**config.mk**
```make
export PLATFORM = sky130hd
export DESIGN_NAME = mood_counter_sched
export DESIGN_NICKNAME = d
export VERILOG_FILES = /design/src/rtl/mood_counter_sched_pkg.sv /design/src/rtl/mood_counter_sched_rr_arbiter.sv /design/src/rtl/mood_counter_sched.sv
export SDC_FILE = /design/constraint.sdc
export NUM_CORES = 1
export LEC_CHECK = 0
export CAP_MARGIN = 5
export CELL_PAD_IN_SITES_DETAIL_PLACEMENT = 0
export CELL_PAD_IN_SITES_GLOBAL_PLACEMENT = 2
export CORE_AREA = 2 2 77 57
export CTS_BUF_LIST = sky130_fd_sc_hd__clkbuf_4 sky130_fd_sc_hd__clkbuf_8
export CTS_CLUSTER_DIAMETER = 100
export DETAILED_ROUTE_END_ITERATION = 12
export DIE_AREA = 0 0 79 59
export PLACE_DENSITY_LB_ADDON = 0.1
export SETUP_SLACK_MARGIN = 0.1
export SLEW_MARGIN = 20
export SYNTH_ARGS = -nofsm -noshare
export SYNTH_HDL_FRONTEND = slang
export SYNTH_SLANG_ARGS = --single-unit
```
**constraint.sdc**
```tcl
create_clock -name clk -period 3.01 [get_ports clk]
set_input_delay 0.602 -clock clk [delete_from_list [all_inputs] [get_ports clk]]
set_output_delay 0.602 -clock clk [all_outputs]
set_load 0.05 [all_outputs]
```
**src/rtl/mood_counter_sched_pkg.sv**
```systemverilog
// Shared state and operation encodings for the mood counter scheduler.
package mood_pkg;

   typedef logic [1:0] state_t;

   localparam state_t S_RUN   = 2'd0;
   localparam state_t S_DECAY = 2'd1;
   localparam state_t S_CLEAR = 2'd2;

   localparam logic OP_INC = 1'b0;
   localparam logic OP_DEC = 1'b1;

endpackage

```
**src/rtl/mood_counter_sched_rr_arbiter.sv**
```systemverilog
// Round-robin arbiter: first eligible requester at or after ptr, scanning circularly.
module rr_arbiter
   import mood_pkg::*;
#(
   parameter int unsigned  NREQ = 4,
   localparam int unsigned PTRW = $clog2(NREQ)
) (
   input  logic [NREQ-1:0] req,
   input  logic [NREQ-1:0] mask,
   input  logic [PTRW-1:0] ptr,
   output logic [NREQ-1:0] winner,
   output logic            valid
);

   logic [NREQ-1:0] elig;
   logic [PTRW-1:0] idx;

   assign elig = req & ~mask;

   always_comb begin
      winner = '0;
      valid  = 1'b0;
      idx    = '0;
      for (int unsigned off = 0; off < NREQ; off++) begin
         idx = PTRW'((32'(ptr) + off) % NREQ);
         if (!valid && elig[idx]) begin
            winner[idx] = 1'b1;
            valid       = 1'b1;
         end
      end
   end

endmodule

```
**src/rtl/mood_counter_sched.sv**
```systemverilog
// Round-robin scheduler driving a bank of saturating counters (inc/dec/setval).
// The periodic decay sweep is built only when MOOD_SCHED_DECAY_EN is defined.
module mood_counter_sched
   import mood_pkg::*;
#(
   parameter int unsigned  NREQ         = 4,
   parameter int unsigned  NCNT         = 4,
   parameter int unsigned  DECAY_PERIOD = 16,
   localparam int unsigned SELW         = $clog2(NCNT)
) (
   input  logic                 clk,
   input  logic                 rst_n,
   input  logic [NREQ-1:0]      req,
   input  logic [NREQ-1:0]      req_op,
   input  logic [NREQ*SELW-1:0] req_sel,
   input  logic                 clr,
   output logic [NREQ-1:0]      gnt,
   output logic [NCNT-1:0]      cnt_inc,
   output logic [NCNT-1:0]      cnt_dec,
   output logic [NCNT-1:0]      cnt_setval,
   output logic                 decay_busy
);

   localparam int unsigned PTRW = $clog2(NREQ);

   state_t          state_q, state_d;
   logic [PTRW-1:0] ptr_q, ptr_d;
   logic [NREQ-1:0] gnt_q, gnt_d;
   logic [NCNT-1:0] inc_q, inc_d;
   logic [NCNT-1:0] dec_q, dec_d;
   logic [NCNT-1:0] setval_q, setval_d;

   logic [NREQ-1:0] win;
   logic            win_vld;
   logic [PTRW-1:0] win_idx;
   logic [SELW-1:0] win_sel;
   logic            win_op;
   logic            run_ok;

`ifdef MOOD_SCHED_DECAY_EN
   localparam int unsigned TW = $clog2(DECAY_PERIOD);

   logic [TW-1:0]   timer_q, timer_d;
   logic [SELW-1:0] sweep_q, sweep_d;
   logic            busy_q, busy_d;
`else
   logic unused_decay_period;
   assign unused_decay_period = (DECAY_PERIOD != 0);
`endif

   // Masking with the current grant stops a still-held request from winning twice.
   rr_arbiter #(
      .NREQ (NREQ)
   ) u_arb (
      .req    (req),
      .mask   (gnt_q),
      .ptr    (ptr_q),
      .winner (win),
      .valid  (win_vld)
   );

   always_comb begin
      win_idx = '0;
      for (int unsigned i = 0; i < NREQ; i++) begin
         if (win[i]) win_idx = PTRW'(i);
      end
   end

   assign win_sel = req_sel[win_idx*SELW +: SELW];
   assign win_op  = req_op[win_idx];

   always_comb begin
      state_d  = S_RUN;
      ptr_d    = ptr_q;
      gnt_d    = '0;
      inc_d    = '0;
      dec_d    = '0;
      setval_d = '0;
      run_ok   = 1'b0;
`ifdef MOOD_SCHED_DECAY_EN
      timer_d  = timer_q;
      sweep_d  = sweep_q;
      busy_d   = 1'b0;
`endif
      if (clr) begin
         state_d  = S_CLEAR;
         setval_d = '1;
`ifdef MOOD_SCHED_DECAY_EN
         timer_d  = '0;
         sweep_d  = '0;
`endif
      end else begin
         case (state_q)
`ifdef MOOD_SCHED_DECAY_EN
            S_DECAY: begin
               timer_d = '0;
               // sweep_q is the bit currently on cnt_dec; the last sweep cycle emits nothing
               if (sweep_q == SELW'(NCNT - 1)) begin
                  sweep_d = '0;
               end else begin
                  state_d          = S_DECAY;
                  sweep_d          = sweep_q + 1'b1;
                  dec_d[sweep_d]   = 1'b1;
                  busy_d           = 1'b1;
               end
            end
`endif
            default: begin
               run_ok = 1'b1;
`ifdef MOOD_SCHED_DECAY_EN
               if (timer_q == TW'(DECAY_PERIOD - 1)) begin
                  run_ok   = 1'b0;
                  state_d  = S_DECAY;
                  timer_d  = '0;
                  sweep_d  = '0;
                  dec_d[0] = 1'b1;
                  busy_d   = 1'b1;
               end else begin
                  timer_d = timer_q + 1'b1;
               end
`endif
            end
         endcase
      end

      if (run_ok && win_vld) begin
         gnt_d = win;
         ptr_d = (32'(win_idx) == NREQ - 1) ? '0 : win_idx + 1'b1;
         if (32'(win_sel) < NCNT) begin
            if (win_op == OP_INC) inc_d[win_sel] = 1'b1;
            else                  dec_d[win_sel] = 1'b1;
         end
      end
   end

   always_ff @(posedge clk) begin
      if (!rst_n) begin
         state_q  <= S_RUN;
         ptr_q    <= '0;
         gnt_q    <= '0;
         inc_q    <= '0;
         dec_q    <= '0;
         setval_q <= '0;
      end else begin
         state_q  <= state_d;
         ptr_q    <= ptr_d;
         gnt_q    <= gnt_d;
         inc_q    <= inc_d;
         dec_q    <= dec_d;
         setval_q <= setval_d;
      end
   end

`ifdef MOOD_SCHED_DECAY_EN
   always_ff @(posedge clk) begin
      if (!rst_n) begin
         timer_q <= '0;
         sweep_q <= '0;
         busy_q  <= 1'b0;
      end else begin
         timer_q <= timer_d;
         sweep_q <= sweep_d;
         busy_q  <= busy_d;
      end
   end

   assign decay_busy = busy_q;
`else
   assign decay_busy = 1'b0;
`endif

   assign gnt        = gnt_q;
   assign cnt_inc    = inc_q;
   assign cnt_dec    = dec_q;
   assign cnt_setval = setval_q;

endmodule
```
## Word level (Yosys, flattened, before mapping)

Cells that the tools add are included.

| word-level totals | value |
|---|---|
| register bits | 18 |
| latch bits | 0 |
| bits in writable memories | 0 |
| bits in read-only memories | 0 |
| memories | 0 |

| cells by class | value |
|---|---|
| add/subtract/negate cells | 4 |
| $mul | 0 |
| div/mod/pow operators | 0 |
| order comparisons | 11 |
| eq/ne operators | 1 |
| shifts and indexed selects | 1 |
| mux-type cells | 34 |
| bitwise gates (word level) | 7 |
| reductions and logical operators | 15 |

Operators by type and width:

| kind | number |
|---|---|
| $mux W4 | 5 |
| $lt A2 B3 Y1 const B | 6 |
| $mux W1 | 16 |
| $or A4 B4 Y4 | 3 |
| $bmux W1 S2 | 5 |
| $demux W1 S2 | 5 |
| $ge A2 B1 Y1 const B | 5 |
| $logic_and A1 B1 Y1 | 9 |
| $shiftx A8 B4 Y2 | 1 |
| $mux W2 | 3 |
| $add A2 B1 Y2 const B | 2 |
| $add A2 B2 Y2 const B | 2 |
| $and A4 B4 Y4 | 1 |
| $not A4 Y4 | 1 |
| $logic_not A1 Y1 | 3 |
| $reduce_and A3 Y1 | 1 |
| $reduce_or A3 Y1 | 1 |
| $eq A2 B2 Y1 const B | 1 |
| $not A1 Y1 | 2 |
| $reduce_and A2 Y1 | 1 |

## Depth between registers and ports, before layout

| depth | value |
|---|---|
| word-level depth | 22 |
| mapped depth | 9 |
| gate-level depth less buffers | 9 |

## By module

From an unflattened synthesis, not the netlist that was laid out.

| unflattened totals | value |
|---|---|
| cells, all modules | 115 |
| area total of the unflattened synthesis | 1039.7 um^2 |

By module, submodules not included:

| module | instances | cells each | area an instance (um^2) |
|---|---|---|---|
| mood_counter_sched | 1 | 63 | 620.6 |
| rr_arbiter | 1 | 52 | 419.2 |

## Worst setup path after synthesis

Ideal clock, no wire load.

| timing | value |
|---|---|
| path kind | register to register |
| from | reg ptr_q[0] |
| to | reg dec_q[2] (netlist: cnt_dec[2]) |
| library setup time | 0.078 ns |
| arrival time | 2.647 ns |
| required time | 2.932 ns |
| path slack | 0.285 ns |
| cell stages (with the launch flop) | 10 |
| buffers on the path | 0 |
| period minus slack after synthesis | 2.725 ns |
| path through | dfxtp_1 > inv_1 > ha_1 > mux4_2 > or3b_1 > o211ai_2 > a21oi_2 > mux2i_2 > o211a_1 > nor3_1 |

| on the way | value |
|---|---|
| word-level cells in the longest chain between the ends | 20 |
| elaborated cells on any way between the ends | 61 |

RTL lines:

| what | line | RTL |
|---|---|---|
| start, declared | mood_counter_sched.sv:27 | `logic [PTRW-1:0] ptr_q, ptr_d;` |
| start signal, assigned | mood_counter_sched.sv:146 | `ptr_q <= ptr_d;` |
| branches (longest 20 deep; another with $lt A2 B3 Y1) | - |  |
| end signal, assigned | mood_counter_sched.sv:142 | `dec_q <= '0;` |
| end signal, assigned | mood_counter_sched.sv:149 | `dec_q <= dec_d;` |
| end, declared | mood_counter_sched.sv:30 | `logic [NCNT-1:0] dec_q, dec_d;` |

Parallel ways; which one is timed is not known. The select of a mux whose other input is x is not followed.
A chain may end at the register's enable or synchronous reset.

## Worst setup path after layout

Ends and elaborated chain as after synthesis.

==> qor.yml <==
gp_congestion: 0.914
ff2ff_path_depth: 8
drc: 0
die_h_um: 59
hold_path_depth: 5
setup_tns_ps: 0
first_iter_violations: 27
worstPathRequired_ps: 3180
crit_type: "flip-flop to flip-flop"
rsz0062_at_grt: "false"
port_buffers: 34
grt_max_degree: 10
fin_crit_sh_pct: 88.8
grt_antenna_before_repair: 0
synth_cells: 108
mostFrequentLayoutCells: "clkdlybuf4s50_1, buf_4, dfxtp_1, nand2_1"
clock_skew_ps: 4.27
worst_pin_slew_ps: 511
ys.flop_type: "dfxtp_1"
p_comb_share_pct: 72.3
clk_pin_slew_worst_paths_ps: 60
holdBufCountCts: 0
dpl.cell_count: 208
ys_async_sr_fraction_pct: 0
synth_edf_count: 0
p_sw_w: 0.000695
cts_max_level: 1
fin_crit_ps: 2670
avgSynthCellArea_um2: 9.49
ios: 36
hold_ws_ps: 803
numClockSinks: 15
cts_tree: "yes"
ys_seq_area_share_pct: 29.3
vias: 1004
wl_per_cell_um: 13.7
post_drt_via_cell_ratio: 4.71
yosys_warnings: 0
power_density_nw_per_um2: 914
gr-usage-all-layers_pct: 12.9
p_leak_nw: 0.694
area_delta_synth_final_pct: 61.7
slew_headroom_pct: 65.8
irDropWorstVdd_v: 0.000414
p_seq_share_pct: 17.1
fmax_mhz: 374
drt-total-wl_um: 2930
run_status: "finished, final reports clean"
final_common_cell: "clkdlybuf4s50_1"
layout.cells.non_filler: 213
clk_path_buf_depth: 2
maxCapViolations: 0
ys_ff_latch: 15
initial_utilization_pct: 26.6
cts_buffers: 3
clock_power_share_pct: 10.6
nets: 188
ant_nets: 0
core_region_area_um2: 3850
cts-root-buf: "clkbuf_8"
hold_viol: 0
cp-start-kind: "flip-flop"
critPathMaxFanout: 5
setup_viol: 0
fillers: 383
drive_gt1_share_pct: 29.8
clkLatencyLatePin_ps: 250
diodes: 0
row_count: 19
grt_pass1_wl_um: 4620
maxSlewViolCount: 0
cp-end-kind: "flip-flop"
synth_fp_nets: 134
hold_path_class: "flip-flop to flip-flop"
worstPathArrival_ps: 2840
dieArea_um2: 4660
intPower_w: 0.000819
synth_cell_types: 41
swShare_pct: 45.9
overflow: 0
dpl.hpwl_um: 2420
synth_area_um2: 1020
first_global_vias: 956
die_x_um: 79
firstDrtPassIters: 4
-- path summary, 6_finish.rpt --
kind	startpoint	end	slack (ps)
setup reg to reg	ptr_q[0]	cnt_dec[2]	340
hold / removal	ptr_q[1]	ptr_q[1]	800
hold reg to reg	ptr_q[1]	ptr_q[1]	800
setup / recovery	ptr_q[0]	cnt_dec[2]	340
-- power by group through the flow --
stage                     sequential, W  clock, W  combinational [W]
final                          0.000260  0.000160            0.00109
after global routing           0.000264  0.000174            0.00118
after CTS                      0.000259  0.000164            0.00102
after detailed placement       0.000263         0            0.00102
after global placement         0.000262         0            0.00103
after floorplan                0.000383         0           0.000544
-- kinds of logic after synthesis --
family                     count (synthesis)  synth area share (%)
other                                      1                 0.366
AOI/OAI and AO/OA                         29                  25.9
buffers and inverters                      7                  4.03
muxes                                      5                  8.91
DFF                                       15                  29.3
and+or+nand+nor                           44                  23.0
adders and majority gates                  7                  8.55
-- synth_stat cells (3+ instances only) --
cell type | count | area (um^2)
o211ai_1 | 3 | 22.5
nand2_1 | 10 | 37.5
dfxtp_1 | 15 | 300
mux4_2 | 3 | 67.6
nand3_1 | 3 | 15.0
inv_1 | 3 | 11.3
nor2_1 | 5 | 18.8
a21oi_1 | 4 | 20.0
buf_4 | 4 | 30.0
nand2b_1 | 4 | 25.0
ha_1 | 7 | 87.6
nor3_1 | 10 | 50.1
-- through the flow --
step / utilization, % / cell area [um^2] / power [W] / setup slack, ps
finish: 43.0 / 1660 / 0.00151 / 337
global route: 43.0 / 1660 / 0.00162 / 159
floorplan: - / 1020 / 0.000927 / 285
detailed placement: 39.9 / 1540 / 0.00128 / -112
global placement: 39.9 / 1540 / 0.00129 / -102
CTS: 41.1 / 1580 / 0.00145 / 132
-- timing repair --
item | CTS | global route
gates resized for setup | 0 | 15
setup endpoints to repair | 0 | 8
setup buffers | 0 | 1
-- flip-flops by register name, summed over array words and instances (netlist names) --
register    count
ptr_q           2
cnt_setval      1
cnt_inc         4
cnt_dec         4
gnt             4
-- critical path, cell delays in order (launching register included) --
cell      delay [ps]
dfxtp_1          330
inv_1             80
ha_4             300
mux4_2           550
and2b_4          220
a221oi_4         400
o21ai_2          110
o32a_1           420
nor3_2           190
-- cell type report --
class | count | area (um^2) | share of cell area (%)
clock buffers | 3 | 41.3 | 2.49
clock inverters | 1 | 5.00 | 0.302
inverters | 3 | 11.3 | 0.680
multi-input cells | 86 | 741 | 44.7
flip-flops and latches | 15 | 300 | 18.1
well taps | 52 | 65.1 | 3.93
repair buffers | 53 | 493 | 29.8
-- metal layers --
| layer | vias up | share of wire, % | global-route usage [%] |
|---|---|---|---|
| met1 | 456 | 54 | 20.5 |
| met4 | 0 | 0.38 | 1.72 |
| li1 | 511 | - | - |
| met3 | 3 | 7.3 | 4.42 |
| met2 | 34 | 38 | 16.9 |
| met5 | - | 0 | 0 |
Power figures use the tool's default switching activity.
==> edit, RTL diff (same flow settings) <==
Build with the macro `MOOD_SCHED_DECAY_EN` defined.
--- a/src/rtl/mood_counter_sched.sv
+++ b/src/rtl/mood_counter_sched.sv
@@ -1,5 +1,7 @@
 // Round-robin scheduler driving a bank of saturating counters (inc/dec/setval).
 // The periodic decay sweep is built only when MOOD_SCHED_DECAY_EN is defined.
+`define MOOD_SCHED_DECAY_EN
+
 module mood_counter_sched
    import mood_pkg::*;
 #(
Check against the original RTL: same outputs for any inputs over 10 cycles, from zero or initial values and one cycle with rst_n low; that may be too few to reach the edited logic, so the function may still have changed.
==> edit against the original RTL <==
Total power increased by 36%. Routed wire length increased by 33%. Worst setup slack lost 80 ps. Final area is 29% higher. Sequential cell count up 7. Synthesized area increased by 36%. Clock power increased by 70%. Sequential power rose by 45%. Critical path type unchanged.
==> edit: results (changes against the original RTL) <==
Outcome
  – Status: completed (unchanged)

Synthesis
  – Ranking of synthesized cells by area: dfxtp_1 (32%), ha_1 (12%), nor2_1 (4.9%) (was dfxtp_1 (29%), ha_1 (8.5%), mux4_2 (6.6%))
  – Sequential area share after synthesis: 0.317 (was 0.293)
  – Syn_nets: 188 (was 134)
  – Mean Syn Cell Area: 8.92 um^2 (was 9.49 um^2)

Drt
  – First DRT Iteration DRCs: 68 (was 27)
  – WL/cell: 14.5 um (was 13.7 um)
  – Drt via density: 5.13 (was 4.71)

Final layout
  – Share of layout cells above drive strength 1: 0.259 (was 0.298)
  – Fill cell count: 369 (was 383)
  – Final #Nets: 249 (was 188)

Placed design
  – Placed instance count: 259 (was 208)
  – GP Congestion: 0.831 (was 0.914)

STA
  – Worst-Margin Slew: 500 ps (was 511 ps)
  – Setup Skew: 4.48 ps (was 4.27 ps)
  – Hold WS: 463 ps (was 803 ps)

Pwr
  – Pint: 1.14 mW (was 819 uW)
  – Maximum vdd drop: 0.612 mV (was 0.414 mV)

Global routing
  – Vias in the first global route: 1321 (was 956)
  – GRT met2 Usage: 0.277 (was 0.169)
  – Largest net degree at the start of global routing: 14 (was 10)
  – Met1 GRT Util: 0.256 (was 0.205)
  – Met3 Track Usage GR: 0.0412 (was 0.0442)

Worst setup path
  – Worst reg2reg setup slack: 260 ps (was 340 ps)
  – R2R depth: 11 (was 8)
  – R2r endpoint: cnt_dec[3] (was cnt_dec[2])

Hold path
  – Hold Path Cell Cnt: 1 (was 5)
  – Worst hold endpoint: timer_q[0] (was ptr_q[1])
## edit: power by group through the flow
stage | clock (mW) | sequential, mW | combinational [mW]
final | 0.272 | 0.376 | 1.41
after global routing | 0.292 | 0.382 | 1.52
after CTS | 0.277 | 0.374 | 1.28
after detailed placement | 0 | 0.379 | 1.19
after global placement | 0 | 0.375 | 1.17
after floorplan | 0 | 0.523 | 0.626
## edit: logic make-up after synthesis
kind of cell,Yosys count,synth area share
simple gates,68,0.243
compound gates,37,0.220
flops,22,0.317
fa+ha+maj,13,0.117
buf+inv,10,0.0351
mux,4,0.0558
xor+xnor,2,0.0126
## edit: layer usage
| layer | wire length, um | part of all wire |
|---|---|---|
| met3 | 310 | 0.080 |
| met5 | 0 | 0 |
| met1 | 1910 | 0.49 |
| met4 | 16 | 0.0041 |
| met2 | 1650 | 0.43 |
## edit: worst max-delay path, stage by stage, from the launching register on
cell and delay (ps):
dfxtp_1 350, inv_2 50, ha_1 360, mux4_2 310
buf_4 140, nor2_2 50, a22o_1 200, or3_4 410
buf_4 150, a211oi_2 220, o21ai_2 160, a32o_1 240
## edit: worst max path at each step
stage                         from          to  depth (start not counted)
after global routing      ptr_q[0]  cnt_inc[2]                         10
after floorplan             gnt[0]  cnt_dec[0]                          7
after CTS                   req[3]  cnt_dec[1]                         10
after global placement      req[0]  cnt_dec[2]                          9
after detailed placement    req[3]  cnt_dec[3]                          9
final                     ptr_q[0]  cnt_dec[3]                         11
## edit: repair_timing
| action | 4_1_cts | 5_1_grt |
|---|---|---|
| resized for setup | 14 | 16 |
| hold buffers | 0 | 0 |
| setup buffers | 0 | 5 |
| hold endpoints to repair | 0 | 0 |
| gates cloned | 0 | 0 |
| pin swaps | 4 | 7 |
| setup endpoints to repair | 6 | 8 |
## edit: layout make-up
type / instances / area (um^2) / area share
Tap cell: 52 / 65.1 / 0.0305
Timing Repair Buffer: 60 / 548 / 0.257
Clock inverter: 1 / 30.0 / 0.0141
Clock buffer: 3 / 41.3 / 0.0193
Sequential cell: 22 / 440 / 0.206
Inverter: 6 / 22.5 / 0.0106
Multi-Input combinational cell: 124 / 987 / 0.462
## edit: through the flow
stage                     worst slack [ps]  cell area [um^2]  power [mW]
after floorplan                        272              1390        1.15
after global placement                -276              1930        1.55
after detailed placement              -249              1930        1.57
after CTS                              111              2050        1.93
after global routing                   104              2130        2.19
final                                  257              2130        2.06
